--- src/rtl/mult_arbiter_pkg.sv ---
// ----------------------------------------------------------------------------
// mult_arbiter_pkg
// Shared definitions for the shared-multiplier arbiter:
//   state_t          - FSM state encoding (IDLE, ISSUE, GAP, RESP)
//   clog2()          - ceiling log2, never less than 1 so index ports are
//                      always at least one bit wide
//   default_timeout()- default multiplier watchdog limit for a given width
// No ports (package).
// ----------------------------------------------------------------------------
package mult_arbiter_pkg;

    typedef enum logic [1:0] {
        S_IDLE  = 2'd0,
        S_ISSUE = 2'd1,
        S_GAP   = 2'd2,
        S_RESP  = 2'd3
    } state_t;

    function automatic int clog2(input int n);
        int r;
        r = 0;
        while ((1 << r) < n) begin
            r = r + 1;
        end
        return (r < 1) ? 1 : r;
    endfunction

    // A multi-cycle multiplier of this width should finish well inside
    // four cycles per operand bit.
    function automatic int default_timeout(input int width);
        return 4 * width;
    endfunction

endpackage

--- src/rtl/mult_arbiter_rr_grant.sv ---
// ----------------------------------------------------------------------------
// rr_grant
// Combinational round-robin selector. The search starts at last+1 and wraps
// modulo NREQ, so the most recently served requester has lowest priority.
// Ports:
//   req   in  NREQ         request vector
//   last  in  clog2(NREQ)  index of the most recent grant
//   grant out NREQ         one-hot grant (all zero when req is all zero)
//   idx   out clog2(NREQ)  index of the granted requester (0 when none)
// ----------------------------------------------------------------------------
module rr_grant
    import mult_arbiter_pkg::*;
#(
    parameter int NREQ = 4
) (
    input  logic [NREQ-1:0]        req,
    input  logic [clog2(NREQ)-1:0] last,
    output logic [NREQ-1:0]        grant,
    output logic [clog2(NREQ)-1:0] idx
);

    localparam int IDW = clog2(NREQ);

    logic           found;
    logic [IDW-1:0] pos;

    // Walk the NREQ positions after 'last'; the first requester found wins.
    // k runs to NREQ so 'last' itself is considered at the very end.
    always_comb begin
        grant = '0;
        idx   = '0;
        found = 1'b0;
        pos   = '0;
        for (int k = 1; k <= NREQ; k++) begin
            pos = IDW'((int'(last) + k) % NREQ);
            if (!found && req[pos]) begin
                found      = 1'b1;
                grant[pos] = 1'b1;
                idx        = pos;
            end
        end
    end

endmodule

--- src/rtl/mult_arbiter.sv ---
// ----------------------------------------------------------------------------
// mult_arbiter
// Shares one multi-cycle multiplier between NREQ requesters. One operation is
// outstanding at a time: grant (IDLE) -> hold start level (ISSUE) -> enforced
// low time on the start level (GAP) -> wait for result consumer (RESP).
//
// Handshakes:
//   Request side: requester i holds req_valid[i] with stable operands; a
//   transfer happens on the clock edge where req_valid[i] && req_ready[i].
//   req_ready is a one-hot, single-cycle pulse derived combinationally from
//   req_valid, so a requester that drops valid is never granted.
//   Response side: rsp_valid stays high with rsp_id/rsp_prod/rsp_err frozen
//   until the edge where rsp_valid && rsp_ready; it is low the cycle after.
//
// Ports:
//   clk, rst             clock, asynchronous active-high reset
//   req_valid/ready/sign per-requester request, accept pulse, signed flag
//   req_x, req_y         packed operands, requester i at [i*WIDTH +: WIDTH]
//   rsp_valid/ready      result handshake
//   rsp_id, rsp_prod     owner index and product of the result
//   rsp_err              watchdog expired; rsp_prod is 0 in that case
//   mul_dataIn, mul_sign multiplier start level and signed flag
//   mul_x, mul_y         multiplier operands (stable during ISSUE)
//   mul_dataOut, mul_prod multiplier done level and product
//   busy                 FSM not in IDLE
//   fsm_state            current FSM state (state_t encoding) for observation
// ----------------------------------------------------------------------------
module mult_arbiter
    import mult_arbiter_pkg::*;
#(
    parameter int WIDTH   = 32,
    parameter int NREQ    = 4,
    parameter int GAP     = 2,
    parameter int TIMEOUT = default_timeout(WIDTH)
) (
    input  logic                     clk,
    input  logic                     rst,
    input  logic [NREQ-1:0]          req_valid,
    output logic [NREQ-1:0]          req_ready,
    input  logic [NREQ-1:0]          req_sign,
    input  logic [NREQ*WIDTH-1:0]    req_x,
    input  logic [NREQ*WIDTH-1:0]    req_y,
    output logic                     rsp_valid,
    input  logic                     rsp_ready,
    output logic [clog2(NREQ)-1:0]   rsp_id,
    output logic [2*WIDTH-1:0]       rsp_prod,
    output logic                     rsp_err,
    output logic                     mul_dataIn,
    output logic                     mul_sign,
    output logic [WIDTH-1:0]         mul_x,
    output logic [WIDTH-1:0]         mul_y,
    input  logic                     mul_dataOut,
    input  logic [2*WIDTH-1:0]       mul_prod,
    output logic                     busy,
    output logic [1:0]               fsm_state
);

    localparam int IDW = clog2(NREQ);
    localparam int WDW = clog2(TIMEOUT + 1);
    localparam int GCW = clog2(GAP + 1);

    state_t           state;
    state_t           state_nx;

    logic [IDW-1:0]   last_grant;
    logic [IDW-1:0]   owner;
    logic [IDW-1:0]   gnt_idx;
    logic [NREQ-1:0]  gnt_oh;
    logic [WDW-1:0]   wd;
    logic [GCW-1:0]   gap_cnt;

    logic             grant_fire;
    logic             op_done;
    logic             op_timeout;
    logic             gap_last;
    logic             rsp_fire;

    logic [WIDTH-1:0] sel_x;
    logic [WIDTH-1:0] sel_y;
    logic             sel_sign;

    rr_grant #(
        .NREQ (NREQ)
    ) u_rr_grant (
        .req   (req_valid),
        .last  (last_grant),
        .grant (gnt_oh),
        .idx   (gnt_idx)
    );

    assign rsp_fire   = rsp_valid & rsp_ready;
    assign gap_last   = (gap_cnt == GCW'(GAP - 1));
    assign mul_dataIn = (state == S_ISSUE);
    assign busy       = (state != S_IDLE);
    assign fsm_state  = state;

    // Operand mux for the winning requester.
    always_comb begin
        sel_x    = '0;
        sel_y    = '0;
        sel_sign = 1'b0;
        for (int i = 0; i < NREQ; i++) begin
            if (gnt_idx == IDW'(i)) begin
                sel_x    = req_x[i*WIDTH +: WIDTH];
                sel_y    = req_y[i*WIDTH +: WIDTH];
                sel_sign = req_sign[i];
            end
        end
    end

    // Next-state and control strobes.
    always_comb begin
        state_nx   = state;
        grant_fire = 1'b0;
        op_done    = 1'b0;
        op_timeout = 1'b0;
        req_ready  = '0;
        case (state)
            S_IDLE: begin
                // A pending result blocks new grants.
                if ((|req_valid) && !rsp_valid) begin
                    grant_fire = 1'b1;
                    state_nx   = S_ISSUE;
                end
            end
            S_ISSUE: begin
                if (mul_dataOut) begin
                    op_done  = 1'b1;
                    state_nx = (GAP == 0) ? S_RESP : S_GAP;
                end else if (wd == WDW'(TIMEOUT - 1)) begin
                    // The watchdog reaches TIMEOUT on this cycle.
                    op_timeout = 1'b1;
                    state_nx   = (GAP == 0) ? S_RESP : S_GAP;
                end
            end
            S_GAP: begin
                // Look at rsp_valid as it will be after this edge, so a
                // handshake on the last GAP cycle does not strand us in RESP.
                if (gap_last) begin
                    state_nx = (rsp_valid && !rsp_ready) ? S_RESP : S_IDLE;
                end
            end
            S_RESP: begin
                if (rsp_fire) begin
                    state_nx = S_IDLE;
                end
            end
            default: begin
                state_nx = S_IDLE;
            end
        endcase
        // Keep the accept pulse low while reset is applied.
        if (grant_fire && !rst) begin
            req_ready = gnt_oh;
        end
    end

    always_ff @(posedge clk or posedge rst) begin
        if (rst) begin
            state <= S_IDLE;
        end else begin
            state <= state_nx;
        end
    end

    // Grant capture, counters and response registers.
    always_ff @(posedge clk or posedge rst) begin
        if (rst) begin
            mul_x      <= '0;
            mul_y      <= '0;
            mul_sign   <= 1'b0;
            owner      <= '0;
            last_grant <= IDW'(NREQ - 1);
            wd         <= '0;
            gap_cnt    <= '0;
            rsp_valid  <= 1'b0;
            rsp_id     <= '0;
            rsp_prod   <= '0;
            rsp_err    <= 1'b0;
        end else begin
            if (grant_fire) begin
                mul_x      <= sel_x;
                mul_y      <= sel_y;
                mul_sign   <= sel_sign;
                owner      <= gnt_idx;
                last_grant <= gnt_idx;
            end

            // Watchdog counts ISSUE cycles and is zero on ISSUE entry.
            if (state == S_ISSUE && !op_done && !op_timeout) begin
                wd <= wd + 1'b1;
            end else begin
                wd <= '0;
            end

            if (state == S_GAP && !gap_last) begin
                gap_cnt <= gap_cnt + 1'b1;
            end else begin
                gap_cnt <= '0;
            end

            if (op_done) begin
                rsp_valid <= 1'b1;
                rsp_id    <= owner;
                rsp_prod  <= mul_prod;
                rsp_err   <= 1'b0;
            end else if (op_timeout) begin
                rsp_valid <= 1'b1;
                rsp_id    <= owner;
                rsp_prod  <= '0;
                rsp_err   <= 1'b1;
            end else if (rsp_fire) begin
                rsp_valid <= 1'b0;
            end
        end
    end

endmodule
--- config.mk ---
export PLATFORM = sky130hd
export DESIGN_NAME = mult_arbiter
export DESIGN_NICKNAME = d
export VERILOG_FILES = /design/src/rtl/mult_arbiter_pkg.sv /design/src/rtl/mult_arbiter_rr_grant.sv /design/src/rtl/mult_arbiter.sv
export SDC_FILE = /design/constraint.sdc
export NUM_CORES = 1
export LEC_CHECK = 0
export ABC_AREA = 0
export BUFFER_PORTS_ARGS = -buffer_cell sky130_fd_sc_hd__buf_2
export CORE_AREA = 5 5 181 183
export CTS_BUF_LIST = sky130_fd_sc_hd__clkbuf_4
export DETAILED_ROUTE_END_ITERATION = 7
export DIE_AREA = 0 0 186 188
export SLEW_MARGIN = 30
export SYNTH_ARGS = -nofsm -noshare
export SYNTH_HDL_FRONTEND = slang
export SYNTH_SLANG_ARGS = --single-unit
--- constraint.sdc ---
create_clock -name clk -period 8.35 [get_ports clk]
set_clock_uncertainty 0.15 [all_clocks]
set_input_delay 1.67 -clock clk [delete_from_list [all_inputs] [get_ports clk]]
set_output_delay 1.67 -clock clk [all_outputs]
set_load 0.1 [all_outputs]
==> results.md <==
* Final net count at 1607
* # H-tree levels at 4
* Number of DRC markers in iteration 0 at 505
* Unrepaired setup endpoints after global routing: no
* FILL cells at 3286
* Result of the run: finished clean
* Core area at 31100 um^2
* Width of the die at 186 um
* Total Neg Setup Slack at 0 ps
* Via count of the first global-routing pass at 9095
* Die Area at 35000 um^2
* Met3 wire length at 2760 um
* Primary flip-flop cell chosen by synthesis mapping: dfrtp_1
* Die Height at 188 um
* Global Route Usage Sum at 19.1%
* Asr flop ratio synth at 100%
* Critical path start-end classification: reg2out
* Critical Path Sink Type: output port
* Post-CTS Hold Fix Bufs at 0
* Maximum clock insertion buffer count at 2
* Data arrival time of the critical path at 4700 ps
* Routability Congestion at 0.909
* Number of detailed-route iterations in the first pass at 4
* Worst min-delay path class: reg2reg
* Sink Count at 149
* Core Rows at 65
* # port buffers at 472
* Total setup violations reported at the end of the flow at 0
* Count of unresolved DRC violations after routing at 0
* Data required time at the worst endpoint at 6530 ps
* Worst rel slew slack at 39.8%
* Number of buffers created by CTS at 17
* Worst slack at placement at 2500 ps
* Number of nets produced by synthesis at 1193
* Clock-pin slew reported for the worst setup and hold paths after clock tree synthesis at 170 ps
* Yosys cell types at 51
* Top sig layer: met4
* Syn Std Cell Area at 8260 um^2
* Final setup slack of the worst path at 1830 ps
* Post-synth EDFFs at 0
* Clk Tree Root Cell: clkbuf_4
* Portion of the post-synthesis area used by sequential elements at 45.2%
* Actual transition at the worst max-transition pin at 897 ps
* Count of vias placed by the detailed router at 8852
* Proportion of layout cells with a drive suffix above 1 at 43.7%
* Highest attainable clock frequency at 153 MHz
* Gate count of the mapped netlist at 851
* CTS tree: done
* Detail-routed via count per cell at 5.26
* Fraction of the cycle the final worst path needs at 78.1%
* Insertion delay to the later sink of the worst-skew pair at 580 ps
* Slack of the worst reg-to-reg path at 2440 ps
* Effective utilization at floorplan at 26.6%
* Number of top-level pins at 473
* Post-layout minimum cycle time at 6520 ps
* DP HPWL at 25300 um
* Number of setup buffers added after CTS at 0
* Count of nets left with antenna violations after detail routing at 0
* Maximum fanout count along the critical path at 37
* Post-cts repair resize count at 0
* Maximum number of pins on one net before global-route repair at 75
* Post-synthesis sequential element count at 149
* Startpoint kind of the worst setup timing path: flip-flop
* Total Wirelength at 35200 um
* Fin. Hold Viols at 0
* Routed length per instance at 20.9 um
* Total count of max-transition violations in the final report at 0
* Global-route wire length before repair at 52500 um
* Relative area change from synthesis to final layout at 35.6%
* Average cell area after synthesis at 9.71 um^2
* M1 wire length at 14900 um
* Routed length on met2 at 16900 um
* Max-cap check violation count at 0
* Worst slack on hold paths at 293 ps
* Gr ovfl total at 0
* Number of antenna violations at the first check in global routing at 2
* Synth warnings at 0
-- kinds of logic (layout without fill, tap and decap cells) --
group | count (synthesis) | count (layout) | share of synthesized area (%)
AOI/OAI and AO/OA | 347 | 347 | 30.0
and+or+nand+nor | 207 | 207 | 13.1
DFF | 149 | 149 | 45.2
buffers and inverters | 101 | 528 | 5.38
muxes | 31 | 31 | 4.15
adders and majority gates | 10 | 10 | 1.51
xor gates and xnor gates | 6 | 6 | 0.636
other | 0 | 3 | 0
-- cell type report --
| class | instances | area (um^2) | share of cell area, % |
|---|---|---|---|
| well taps | 402 | 503 | 4.49 |
| repair buffers | 487 | 2490 | 22.3 |
| clock inverters | 15 | 169 | 1.51 |
| flip-flops and latches | 149 | 3730 | 33.3 |
| inverters | 9 | 37.5 | 0.335 |
| clock buffers | 17 | 128 | 1.14 |
| diodes | 3 | 7.51 | 0.0670 |
| multi-input cells | 601 | 4130 | 36.9 |
-- critical path, stage by stage, from the launching register on --
cell and delay (ps):
dfstp_2 800, clkinv_1 810, ha_1 810, nand2b_1 200
o211ai_1 160, a21oi_1 400, nand3_1 140, a21o_1 200
a21oi_1 130, buf_2 450
-- synth_stat cells, types with 7 or more instances --
cell type / instances / area share [%]
nand2_1: 36 / 1.6
inv_1: 7 / 0.32
a32oi_1: 11 / 1.2
nand2b_1: 18 / 1.4
a21oi_1: 67 / 4.1
and2_1: 15 / 1.1
nor3_1: 16 / 0.97
o31ai_1: 14 / 1.3
o32ai_1: 34 / 3.6
nand3_1: 40 / 2.4
or2_2: 18 / 1.4
mux2i_1: 23 / 2.8
a211o_1: 15 / 1.6
a22o_1: 64 / 6.8
a31oi_1: 33 / 2.5
or3_1: 35 / 2.7
clkbuf_1: 55 / 2.5
nor2_1: 22 / 1.0
o221ai_1: 18 / 1.9
o21ai_0: 48 / 2.9
ha_1: 10 / 1.5
buf_2: 22 / 1.3
dfrtp_1: 147 / 45
o311ai_0: 14 / 1.5
buf_1: 7 / 0.32
-- cell usage in the layout, fill, tap and decap left out, types with 4 or more instances in the layout --
| cell | n |
|---|---|
| a211o_1 | 15 |
| a21o_1 | 5 |
| a21oi_1 | 66 |
| a22o_1 | 64 |
| a22oi_1 | 5 |
| a31oi_1 | 33 |
| a32oi_1 | 11 |
| a41oi_1 | 4 |
| and2_1 | 14 |
| buf_2 | 472 |
| buf_4 | 14 |
| clkbuf_4 | 17 |
| dfrtp_1 | 147 |
| ha_1 | 10 |
| inv_1 | 6 |
| inv_6 | 4 |
| mux2_2 | 6 |
| mux2i_1 | 23 |
| nand2_1 | 36 |
| nand2b_1 | 18 |
| nand3_1 | 40 |
| nor2_1 | 19 |
| nor3_1 | 16 |
| o21ai_0 | 48 |
| o221ai_1 | 18 |
| o22ai_1 | 4 |
| o311ai_0 | 14 |
| o31ai_1 | 14 |
| o32ai_1 | 34 |
| or2_2 | 18 |
| or3_1 | 35 |
| xor2_1 | 4 |
-- routing by layer --
layer / vias to the layer above / GRT usage, %
met2: 395 / 31.4
li1: 4111 / -
met3: 36 / 4.21
met1: 4310 / 25.4
met5: - / 0
met4: 0 / 4.85
-- state kept, by name, summed over array words and instances (netlist names), 2 cells and up --
register and count:
rsp_prod 64, mul_x 32, mul_y 32, wd 8, fsm_state 2, gap_cnt 2
last_grant 2, owner 2, rsp_id 2
-- per-stage QoR --
| step | utilization, % | instance area, um^2 | instances |
|---|---|---|---|
| final | 36.0 | 11200 | 1683 |
| after global routing | 36.0 | 11200 | 1682 |
| after CTS | 35.9 | 11200 | 1679 |
| after detailed placement | 35.0 | 10900 | 1647 |
| after global placement | 35.0 | 10900 | 1647 |
| after floorplan | - | 8260 | 851 |
-- path summary, 6_finish.rpt --
kind	startpoint	end	depth (start not counted)
max	last_grant[0]	req_ready[2]	9
max in group asynchronous	rst	mul_x[22]	6
min reg2reg	gap_cnt[0]	gap_cnt[0]	1
min in group asynchronous	rst	mul_y[16]	3
max reg2reg	last_grant[0]	mul_x[14]	9
min	gap_cnt[0]	gap_cnt[0]	1
Power is not shown: default switching activity piles up to over one toggle a cycle in this logic, so the estimate is an artifact.
